===== src/rtl/mem_sequencer.sv =====
// Chip-8 memory-manager sequencer: arbitrates opcode fetch, burst read and burst write
// onto the shared address/counter/write path. Optional bounds check: MEMSEQ_BOUNDS_CHECK_EN.
module mem_sequencer #(
  parameter int ADDR_W = 12,
  parameter int CNT_W  = 6
) (
  input  logic              clk,
  input  logic              rst_n,
  input  logic              fetch_req,
  input  logic              read_req,
  input  logic              write_req,
  input  logic [ADDR_W-1:0] req_addr,
  input  logic [3:0]        req_count,
  output logic              busy,
  output logic              done,
  output logic              opcode_valid,
  output logic              err,
  output logic              mm_write_enable,
  output logic [3:0]        mm_write_count,
  output logic [ADDR_W-1:0] mm_address,
  output logic [CNT_W-1:0]  mm_address_counter
);

  typedef enum logic [2:0] {
    IDLE   = 3'd0,
    FETCH  = 3'd1,
    READ   = 3'd2,
    WRITE  = 3'd3,
    FINISH = 3'd4
  } state_t;

  state_t              state_q, state_d;
  logic [CNT_W-1:0]    cnt_q, cnt_d;
  logic [ADDR_W-1:0]   addr_q, addr_d;
  logic [3:0]          wcnt_q, wcnt_d;
  logic                busy_q, busy_d;
  logic                done_q, done_d;
  logic                ov_q, ov_d;
  logic                err_q, err_d;
  logic                we_q, we_d;
  logic [4:0]          last_s;
  logic                burst_oob_s;
  logic                fetch_oob_s;

`ifdef MEMSEQ_BOUNDS_CHECK_EN
  logic [ADDR_W:0]     burst_end_s;
  assign burst_end_s = {1'b0, req_addr} + (ADDR_W+1)'(req_count);
  assign burst_oob_s = burst_end_s[ADDR_W];
  assign fetch_oob_s = &req_addr;
`else
  assign burst_oob_s = 1'b0;
  assign fetch_oob_s = 1'b0;
`endif

  // Burst bursts end when the counter reaches N+1 (one extra cycle for the manager's read pipeline).
  assign last_s = 5'(wcnt_q) + 5'd1;

  // Next-state and next-output logic; outputs are registered from these values.
  always_comb begin
    state_d = state_q;
    cnt_d   = cnt_q;
    addr_d  = addr_q;
    wcnt_d  = wcnt_q;
    busy_d  = 1'b0;
    done_d  = 1'b0;
    ov_d    = 1'b0;
    err_d   = 1'b0;
    we_d    = 1'b0;
    case (state_q)
      IDLE: begin
        cnt_d = CNT_W'(0);
        if (write_req) begin
          if (burst_oob_s) begin
            err_d = 1'b1;
          end else begin
            state_d = WRITE;
            addr_d  = req_addr;
            wcnt_d  = req_count;
            busy_d  = 1'b1;
            we_d    = 1'b1;
          end
        end else if (read_req) begin
          if (burst_oob_s) begin
            err_d = 1'b1;
          end else begin
            state_d = READ;
            addr_d  = req_addr;
            wcnt_d  = req_count;
            busy_d  = 1'b1;
          end
        end else if (fetch_req) begin
          if (fetch_oob_s) begin
            err_d = 1'b1;
          end else begin
            state_d = FETCH;
            addr_d  = req_addr;
            wcnt_d  = req_count;
            busy_d  = 1'b1;
          end
        end else begin
          state_d = IDLE;
        end
      end
      FETCH: begin
        if (cnt_q == CNT_W'(1)) begin
          state_d = FINISH;
          cnt_d   = CNT_W'(0);
          ov_d    = 1'b1;
        end else begin
          cnt_d  = cnt_q + CNT_W'(1);
          busy_d = 1'b1;
        end
      end
      READ, WRITE: begin
        if (cnt_q == CNT_W'(last_s)) begin
          state_d = FINISH;
          cnt_d   = CNT_W'(0);
          done_d  = 1'b1;
        end else begin
          cnt_d  = cnt_q + CNT_W'(1);
          busy_d = 1'b1;
          we_d   = (state_q == WRITE);
        end
      end
      FINISH: begin
        state_d = IDLE;
        cnt_d   = CNT_W'(0);
      end
      default: begin
        state_d = IDLE;
        cnt_d   = CNT_W'(0);
      end
    endcase
  end

  // State and output registers; reset abandons any burst immediately.
  always_ff @(posedge clk or negedge rst_n) begin
    if (!rst_n) begin
      state_q <= IDLE;
      cnt_q   <= CNT_W'(0);
      addr_q  <= ADDR_W'(0);
      wcnt_q  <= 4'd0;
      busy_q  <= 1'b0;
      done_q  <= 1'b0;
      ov_q    <= 1'b0;
      err_q   <= 1'b0;
      we_q    <= 1'b0;
    end else begin
      state_q <= state_d;
      cnt_q   <= cnt_d;
      addr_q  <= addr_d;
      wcnt_q  <= wcnt_d;
      busy_q  <= busy_d;
      done_q  <= done_d;
      ov_q    <= ov_d;
      err_q   <= err_d;
      we_q    <= we_d;
    end
  end

  assign busy               = busy_q;
  assign done               = done_q;
  assign opcode_valid       = ov_q;
  assign err                = err_q;
  assign mm_write_enable    = we_q;
  assign mm_write_count     = wcnt_q;
  assign mm_address         = addr_q;
  assign mm_address_counter = cnt_q;

endmodule

===== config.mk =====
export PLATFORM = sky130hd
export DESIGN_NAME = mem_sequencer
export DESIGN_NICKNAME = d
export VERILOG_FILES = /design/src/rtl/mem_sequencer.sv
export SDC_FILE = /design/constraint.sdc
export NUM_CORES = 1
export LEC_CHECK = 0
export BUFFER_PORTS_ARGS = -buffer_cell sky130_fd_sc_hd__buf_2
export CORE_MARGIN = 4
export CORE_UTILIZATION = 35
export DETAILED_ROUTE_END_ITERATION = 16
export PLACE_DENSITY = 0.57
export SETUP_SLACK_MARGIN = 0.15
export SYNTH_ARGS = -nofsm -noshare
export SYNTH_HDL_FRONTEND = slang
export SYNTH_SLANG_ARGS = --single-unit

===== constraint.sdc =====
create_clock -name clk -period 1.75 [get_ports clk]
set_clock_uncertainty 0.15 [all_clocks]
set_input_delay 0.35 -clock clk [delete_from_list [all_inputs] [get_ports clk]]
set_output_delay 0.35 -clock clk [all_outputs]
set_load 0.01 [all_outputs]

# [Yosys cells after proc, flatten, opt, wreduce, memory -nomap -nowiden]
# Cells that the tools add are included.
# Widths: inputs -> output; s select.
[classes] n_addsub=2 eq_ne=7 reduce_logical=5 n_mux=28
[op_table] operator="$mux 12" n=3
[op_table] operator="$mux 1" n=12
[op_table] operator="$mux 4" n=3
[op_table] operator="$mux 6" n=2
[op_table] operator="$pmux 6 s2" n=1
[op_table] operator="$pmux 3 s3" n=1
[op_table] operator="$add 6x1->6 const B" n=1
[op_table] operator="$eq 3x2->1 const B" n=2
[op_table] operator="$eq 6x1->1 const B" n=1
[op_table] operator="$eq 6x5->1" n=1
[op_table] operator="$mux 3" n=2
[op_table] operator="$add 4x1->5 const B" n=1
[op_table] operator="$mux 2" n=2
[op_table] operator="$ne 2x2->1 const B" n=2
[op_table] operator="$reduce_and 2->1" n=2
[op_table] operator="$eq 3x1->1 const B" n=1
[op_table] operator="$logic_not 3->1" n=1
[op_table] operator="$pmux 1 s3" n=1
[op_table] operator="$reduce_bool 3->1" n=1
[op_table] operator="$pmux 1 s2" n=1
[op_table] operator="$reduce_or 2->1" n=1
[totals] word_cells=50 register_bits=29 output_inout_bits=27 in_bits=21

# [Longest topological paths before layout]
# Gate-level depths: netlist of the first run.
[logic_depth] depth_word=4 mapped_depth=6 mapped_depth_nobuf=5

# [Least setup slack after synthesis of the first run]
# OpenSTA, ideal clock, no wires.
[synth_path] kind="reg2reg" start="register wcnt_q[0] (netlist: mm_write_count[0])" end="register busy_q (netlist: busy)" path_buffers=1 setup_time_ns=0.131 t_required_ns=1.469 setup_slack_ns=-0.143 path_stages_with_launch=7 arrival_ns=1.612 period_less_slack_ns=1.893 path_cell_list="dfrtp_1 ha_1 xnor2_1 nand2_1 a2111oi_2 buf_6 o211ai_1"
[synth_via] elab_chain_cells=4
[synth_lines] item="start, declared" line_no="35" source="logic [3:0] wcnt_q, wcnt_d;"
[synth_lines] item="start signal, assigned" line_no="152" source="wcnt_q <= wcnt_d;"
[synth_lines] item="$add 4x1->5" line_no="56" source="assign last_s = 5'(wcnt_q) + 5'd1;"
[synth_lines] item="$eq 6x5->1" line_no="115" source="if (cnt_q == CNT_W'(last_s)) begin"
[synth_lines] item="$mux 1" line_no="115"
[synth_lines] item="$pmux 1 s3" line_no="69" source="case (state_q)"
[synth_lines] item="net busy_d" line_no="36" source="logic busy_q, busy_d;"
[synth_lines] item="end signal, assigned" line_no="153" source="busy_q <= busy_d;"
[synth_lines] item="end, declared" line_no="36"
# The timed path passes the listed nets, and every way through them passes these cells.
# A chain may end at the register's enable or synchronous reset.

# [Worst setup path in the final report of the first run]
[layout_path] start="register wcnt_q[1] (netlist: mm_write_count[1])" end="register cnt_q[4] (netlist: mm_address_counter[4])"
[layout_via] elab_chain_cells=4
[layout_lines] item="$add 4x1->5" line_no="56"
[layout_lines] item="$eq 6x5->1" line_no="115"
[layout_lines] item="$mux 6" line_no="115"
[layout_lines] item="$pmux 6 s2" line_no="69"
[layout_lines] item="net cnt_d[4]" line_no="33" source="logic [CNT_W-1:0] cnt_q, cnt_d;"
[layout_lines] item="end signal, assigned" line_no="150" source="cnt_q <= cnt_d;"
[layout_lines] item="end, declared" line_no="33"
# The timed path passes the listed nets, and every way through them passes these cells.

==> flow_summary.ini, run 1 <==
[global_route]
grt_pass1_wl_mm = 5.91
grt_max_degree = 30
grt_pass1_vias = 1233
antenna_found_initial = 0
grtUsageTotal_pct = 15.0
grt.overflow.total = 0

[critical_path]
r2r-end = mm_address_counter[4]$_DFF_PN0_
crit_path_top_delay_cell = dfrtp_1
startpoint = mm_write_count[1]$_DFFE_PN0P_
arrival_ns = 1.84
worstPathMaxFanout = 3
critical_path_class = reg -> reg
path_common_cell = a2111oi_4
end_kind = flop
crit_chain = ha_2 -> and4b_1 -> a22oi_2 -> a2111oi_4 -> buf_4 -> a2111oi_4
worst-r2r-cell-count = 6
critPathLaunchType = flop
cp_slowest_stage_delay_ns = 0.39
cp.required_ns = 1.78
worstReg2RegStart = mm_write_count[1]$_DFFE_PN0P_
r2r_slack_ns = -0.06

[floorplan]
row_count = 23
ioPinCount = 48
die_y_um = 72.1
core_area_um2 = 4000
start_util_pct = 36.0
die-area_um2 = 5200
die_w_um = 72.1

[pwr]
p_leak_nw = 0.978
power_density_nw_per_um2 = 1970
vdd_ir_drop_max_mv = 0.929

[sta]
finalSetupTns_ns = -0.286
max_freq_ghz = 0.553
setup_violations = 10
setup_ws_ns = -0.0585
rsz0062_at_grt = yes
hold_viol_final = 0
finalMaxSlewViolations = 0
post-route-period-util_pct = 103
min_period_ns = 1.81
relSlewSlack_pct = 56.2
whs_ns = 0.147
tightest_slew_ns = 0.657

[cts]
clockBufferDepth = 2
clkTransAtPathRegs_ns = 0.07
cts_root_buf = clkbuf_8
cts_inserted_buffers = 5
clk_latency_ns = 0.28
cts_num_sinks = 29
htree_levels = 2
tritoncts = built
cts_setup_buffers = 0

[placement]
io_buffer_count = 46
dp_slack_ns = -0.101
place_area_um2 = 1840
finalWeightedCongestion = 0.733
hpwl_mm = 2.51

[final_layout]
multi_input_area_um2 = 746
syn_to_final_growth_pct = 40.7
final_layout_size_suffix_gt1_share_pct = 58.4
postLayoutCellArea_um2 = 2020
num_antenna_cells = 0
fill_cells = 369
nets = 208
register_area_um2 = 728

[logic_synthesis]
yosysTopAreaCell = dfrtp_1
async_flop_share_pct = 100
synth_ff_type = dfrtp_1
synth_area_um2 = 1440
synthTopCellsByArea = dfrtp_1, mux2_4, mux2_2
ys_types = 37
syn-mean-instance-area_um2 = 12.5
synth.top_cell.area_share_pct = 50.4
synth_common_cells = dfrtp_1, mux2_4, mux2_2
ys_seq_elements = 29
synth_cells = 115
yosysWarnings = 0
syn-num-nets = 139
synth.most_common_cell = dfrtp_1
synth_edf_count = 0
ys_seq_area_share_pct = 50.4

[drt]
viasPerCell = 4.82
wire_per_inst_um = 15.0
vias = 1133
drt-initial-drc-count = 51
ant_nets = 0
drc_errors = 0
routed_wl_mm = 3.51
first_pass_iters = 4

[min_path]
hold_path.class = in -> reg
hold_path_end = mm_write_count[1]$_DFFE_PN0P_
min_delay_path_depth = 2
hold_start = req_count[1]

[run]
maxCapViolations = 0

[run_status]
violations = setup timing
outcome = finished with violations
[worst max-delay path: cells and delay by family (launching register included)]
family          cells  cell delay [ns]
compound gates      3             0.59
flops               1             0.39
fa+ha+maj           1             0.20
simple gates        1             0.19
buf+inv             1             0.17
[worst max path at each step]
stage	slack, ns	to	cells past startpoint
floorplan	-0.07	mm_write_count[0]$_DFFE_PN0P_	5
detailed placement	-0.10	busy$_DFF_PN0_	6
global placement	-0.05	busy$_DFF_PN0_	6
finish	-0.06	mm_address_counter[4]$_DFF_PN0_	6
global route	-0.14	mm_address_counter[3]$_DFF_PN0_	6
CTS	-0.07	mm_address_counter[3]$_DFF_PN0_	6
[cells by family after synthesis]
| family | count (synthesis) | share of synthesized area, % |
|---|---|---|
| adder cells (fa/ha/maj) | 3 | 2.61 |
| other | 1 | 0.261 |
| AND/OR/NAND/NOR | 32 | 12.2 |
| AO/OA/AOI/OAI | 16 | 8.61 |
| multiplexers | 16 | 14.9 |
| flip-flops | 29 | 50.4 |
| buffers and inverters | 9 | 5.56 |
| XOR/XNOR | 9 | 5.48 |
[through the flow]
step	cells	total power [mW]	util, %
5_1_grt	235	4.29	50.6
4_1_cts	234	3.93	49.6
3_5_place_dp	224	3.27	46.0
2_1_floorplan	115	2.59	-
3_3_place_gp	224	3.19	46.0
6_report	235	3.98	50.6
[cells in the final DEF, fill, tap and decap left out, types with 2 or more instances in the layout]
cell type   n
buf_2      46
dfrtp_1    27
buf_4      19
mux2_4      9
mux2_2      7
nand2_1     6
xnor2_1     5
nor2_1      5
clkbuf_8    5
xor2_1      4
nand3_1     4
nor2b_1     3
a2111oi_4   3
or4_4       3
o21ai_1     2
inv_1       2
nor3_1      2
nand2b_1    2
o31ai_1     2
ha_1        2
clkinv_2    2
dfrtp_2     2
[final cells by class]
class	instances	share of cell area [%]
flip-flops and latches	29	36.0
well taps	50	3.09
repair buffers	67	19.5
clock inverters	3	0.865
multi-input cells	79	36.8
clock buffers	5	3.40
inverters	2	0.371
[sequential cells by signal, summed over array words and instances, names as in the netlist]
signal	flops
mm_address	12
opcode_valid	1
mm_write_enable	1
done	1
state_q	3
busy	1
mm_address_counter	6
mm_write_count	4
[power breakdown]
part           internal (mW)  switching [mW]  total, mW
Sequential             0.980           0.217       1.20
Clock                  0.274           0.267      0.540
Combinational           1.18            1.06       2.24
Total                   2.44            1.54       3.98
[metal layers]
metal / track usage, % / vias to the layer above / share of wire (%)
met4: 5.85 / 0 / 1.7
li1: - / 547 / -
met2: 25.3 / 24 / 53
met5: 0 / - / 0
met1: 17.2 / 556 / 41
met3: 5.68 / 6 / 4.5
[timing repair]
action / CTS / global route
gates cloned: 1 / 1
setup endpoints to repair: 28 / 29
hold buffers: 1 / 0
hold endpoints to repair: 29 / 0
gates resized for setup: 7 / 7
pin swaps: 5 / 2
Power figures use the tool's default switching activity.
==> run 2, diff against run 1 <==
--- a/config.mk
+++ b/config.mk
@@ -6,10 +6,11 @@
 export NUM_CORES = 1
 export LEC_CHECK = 0
 export BUFFER_PORTS_ARGS = -buffer_cell sky130_fd_sc_hd__buf_2
+export CORE_ASPECT_RATIO = 0.7
 export CORE_MARGIN = 4
 export CORE_UTILIZATION = 35
 export DETAILED_ROUTE_END_ITERATION = 16
-export PLACE_DENSITY = 0.57
+export PLACE_DENSITY = 0.62
 export SETUP_SLACK_MARGIN = 0.15
 export SYNTH_ARGS = -nofsm -noshare
 export SYNTH_HDL_FRONTEND = slang
==> flow_summary.ini, run 2 (synthesis gave the netlist of run 1 again) <==
[run_status]
outcome = finished with violations
violations = setup timing

[floorplan]
ioPinCount = 48
die_w_um = 84.6
die_y_um = 61.6
die-area_um2 = 5220
row_count = 19
start_util_pct = 36.5
core_area_um2 = 3950

[critical_path]
startpoint = mm_write_count[0]$_DFFE_PN0P_
endpoint = mm_address_counter[4]$_DFF_PN0_
end_kind = flop
r2r-end = mm_address_counter[4]$_DFF_PN0_
worstPathMaxFanout = 3
critical_path_class = reg -> reg
arrival_ns = 1.86
worstReg2RegStart = mm_write_count[0]$_DFFE_PN0P_
critPathLaunchType = flop
cp.required_ns = 1.77
worst-r2r-cell-count = 6
r2r_slack_ns = -0.09

[drt]
dr_wl_met3_um = 263
topRoutingLayerUsed = met4
ant_nets = 0
drc_errors = 0
wl_met1_mm = 1.75
routed_wl_mm = 3.74
drt-initial-drc-count = 34
wire_per_inst_um = 15.5
vias = 1173
wl_met2_mm = 1.69
viasPerCell = 4.85
first_pass_iters = 4

[min_path]
hold_path.class = in -> reg
hold_start = req_addr[11]

[global_route]
grt_pass1_vias = 1188
antenna_found_initial = 0
grt.overflow.total = 0
grtUsageTotal_pct = 14.5
grt_max_degree = 30
grt_pass1_wl_mm = 5.75

[final_layout]
final_layout_size_suffix_gt1_share_pct = 62.1
largest_reg_flops = 12
layout_common_cells = buf_2, dfrtp_1, buf_4
multi_input_area_um2 = 810
post-route-util_pct = 54.7
fill_cells = 354
nets = 213
final_common_cell = buf_2
num_antenna_cells = 0
syn_to_final_growth_pct = 50.1
postLayoutCellArea_um2 = 2160
register_area_um2 = 729

[cts]
cts_root_buf = clkbuf_8
clkTransAtPathRegs_ns = 0.06
cts_num_sinks = 29
clockBufferDepth = 2
htree_levels = 2
clk_latency_ns = 0.27
tritoncts = built
cts_inserted_buffers = 5

[run]
maxCapViolations = 0

[sta]
rsz0062_at_grt = yes
tightest_slew_ns = 0.649
max_freq_ghz = 0.544
post-route-period-util_pct = 105
min_period_ns = 1.84
setup_ws_ns = -0.0869
finalMaxSlewViolations = 0
setup_violations = 11
relSlewSlack_pct = 56.7
hold_viol_final = 0

[placement]
place_area_um2 = 1870
finalWeightedCongestion = 0.820
hpwl_mm = 2.52
io_buffer_count = 46

[pwr]
p_leak_nw = 1.06
power_density_nw_per_um2 = 2070
power_mw = 4.47
vdd_ir_drop_max_mv = 1.01
run 2: changes by cell type in the layout (fill, tap and decap cells not counted), sizes merged:
cell,before,now
clkinv,2,0
clkbuf,5,7
clkinvlp,1,0
bufinv,0,1
buf,66,71
run 2: how the worst min path moves through the flow:
stage	endpoint	depth (start not counted)
global route	mm_address[4]$_DFFE_PN0P_	2
detailed placement	mm_write_count[2]$_DFFE_PN0P_	1
global placement	mm_write_count[3]$_DFFE_PN0P_	1
floorplan	busy$_DFF_PN0_	0
CTS	mm_address[11]$_DFFE_PN0P_	2
finish	mm_address[11]$_DFFE_PN0P_	2
run 2: cell type report:
type / instances / share of cell area (%)
clock inverter: 1 / 1.39
multi-input combinational: 79 / 37.5
tap: 52 / 3.01
inverter: 2 / 0.348
clock buffer: 7 / 4.00
sequential: 29 / 33.8
timing repair buffer: 72 / 20.0
run 2: routing by layer:
layer,GRT usage (%),up-vias
met1,19.2,578
met5,0,-
li1,-,558
met4,4.29,0
met3,5.35,4
met2,22.6,33
run 2: timing repair:
action                                  in CTS  in global routing
hold buffers                                 1                  0
pin swaps                                    4                  2
resized for setup                           14                 14
cloned                                       1                  1
buffers inserted                             2                  0
hold endpoints to repair                    29                  0
endpoints found under the setup margin      28                 29
run 2: stage by stage:
step	setup WS (ns)	cells	TNS [ns]	hold slack [ns]
detailed placement	-0.124	229	-0.764	0.266
CTS	-0.0722	241	-0.317	0.146
global route	-0.159	242	-1.30	0.156
floorplan	-0.0707	115	-0.879	-0.0956
global placement	-0.0662	229	-0.109	0.248
finish	-0.0869	242	-0.514	0.152
run 2: worst max-delay path, cell delays in order (launching register included):
cell	delay, ns
dfrtp_2	0.42
ha_4	0.17
and4b_1	0.19
a22oi_2	0.24
a2111oi_4	0.13
buf_4	0.18
a2111oi_4	0.27
run 2: report_power, final:
| part | internal, mW | switching (mW) |
|---|---|---|
| sequential | 0.983 | 0.241 |
| combinational | 1.37 | 1.17 |
| clock | 0.464 | 0.245 |
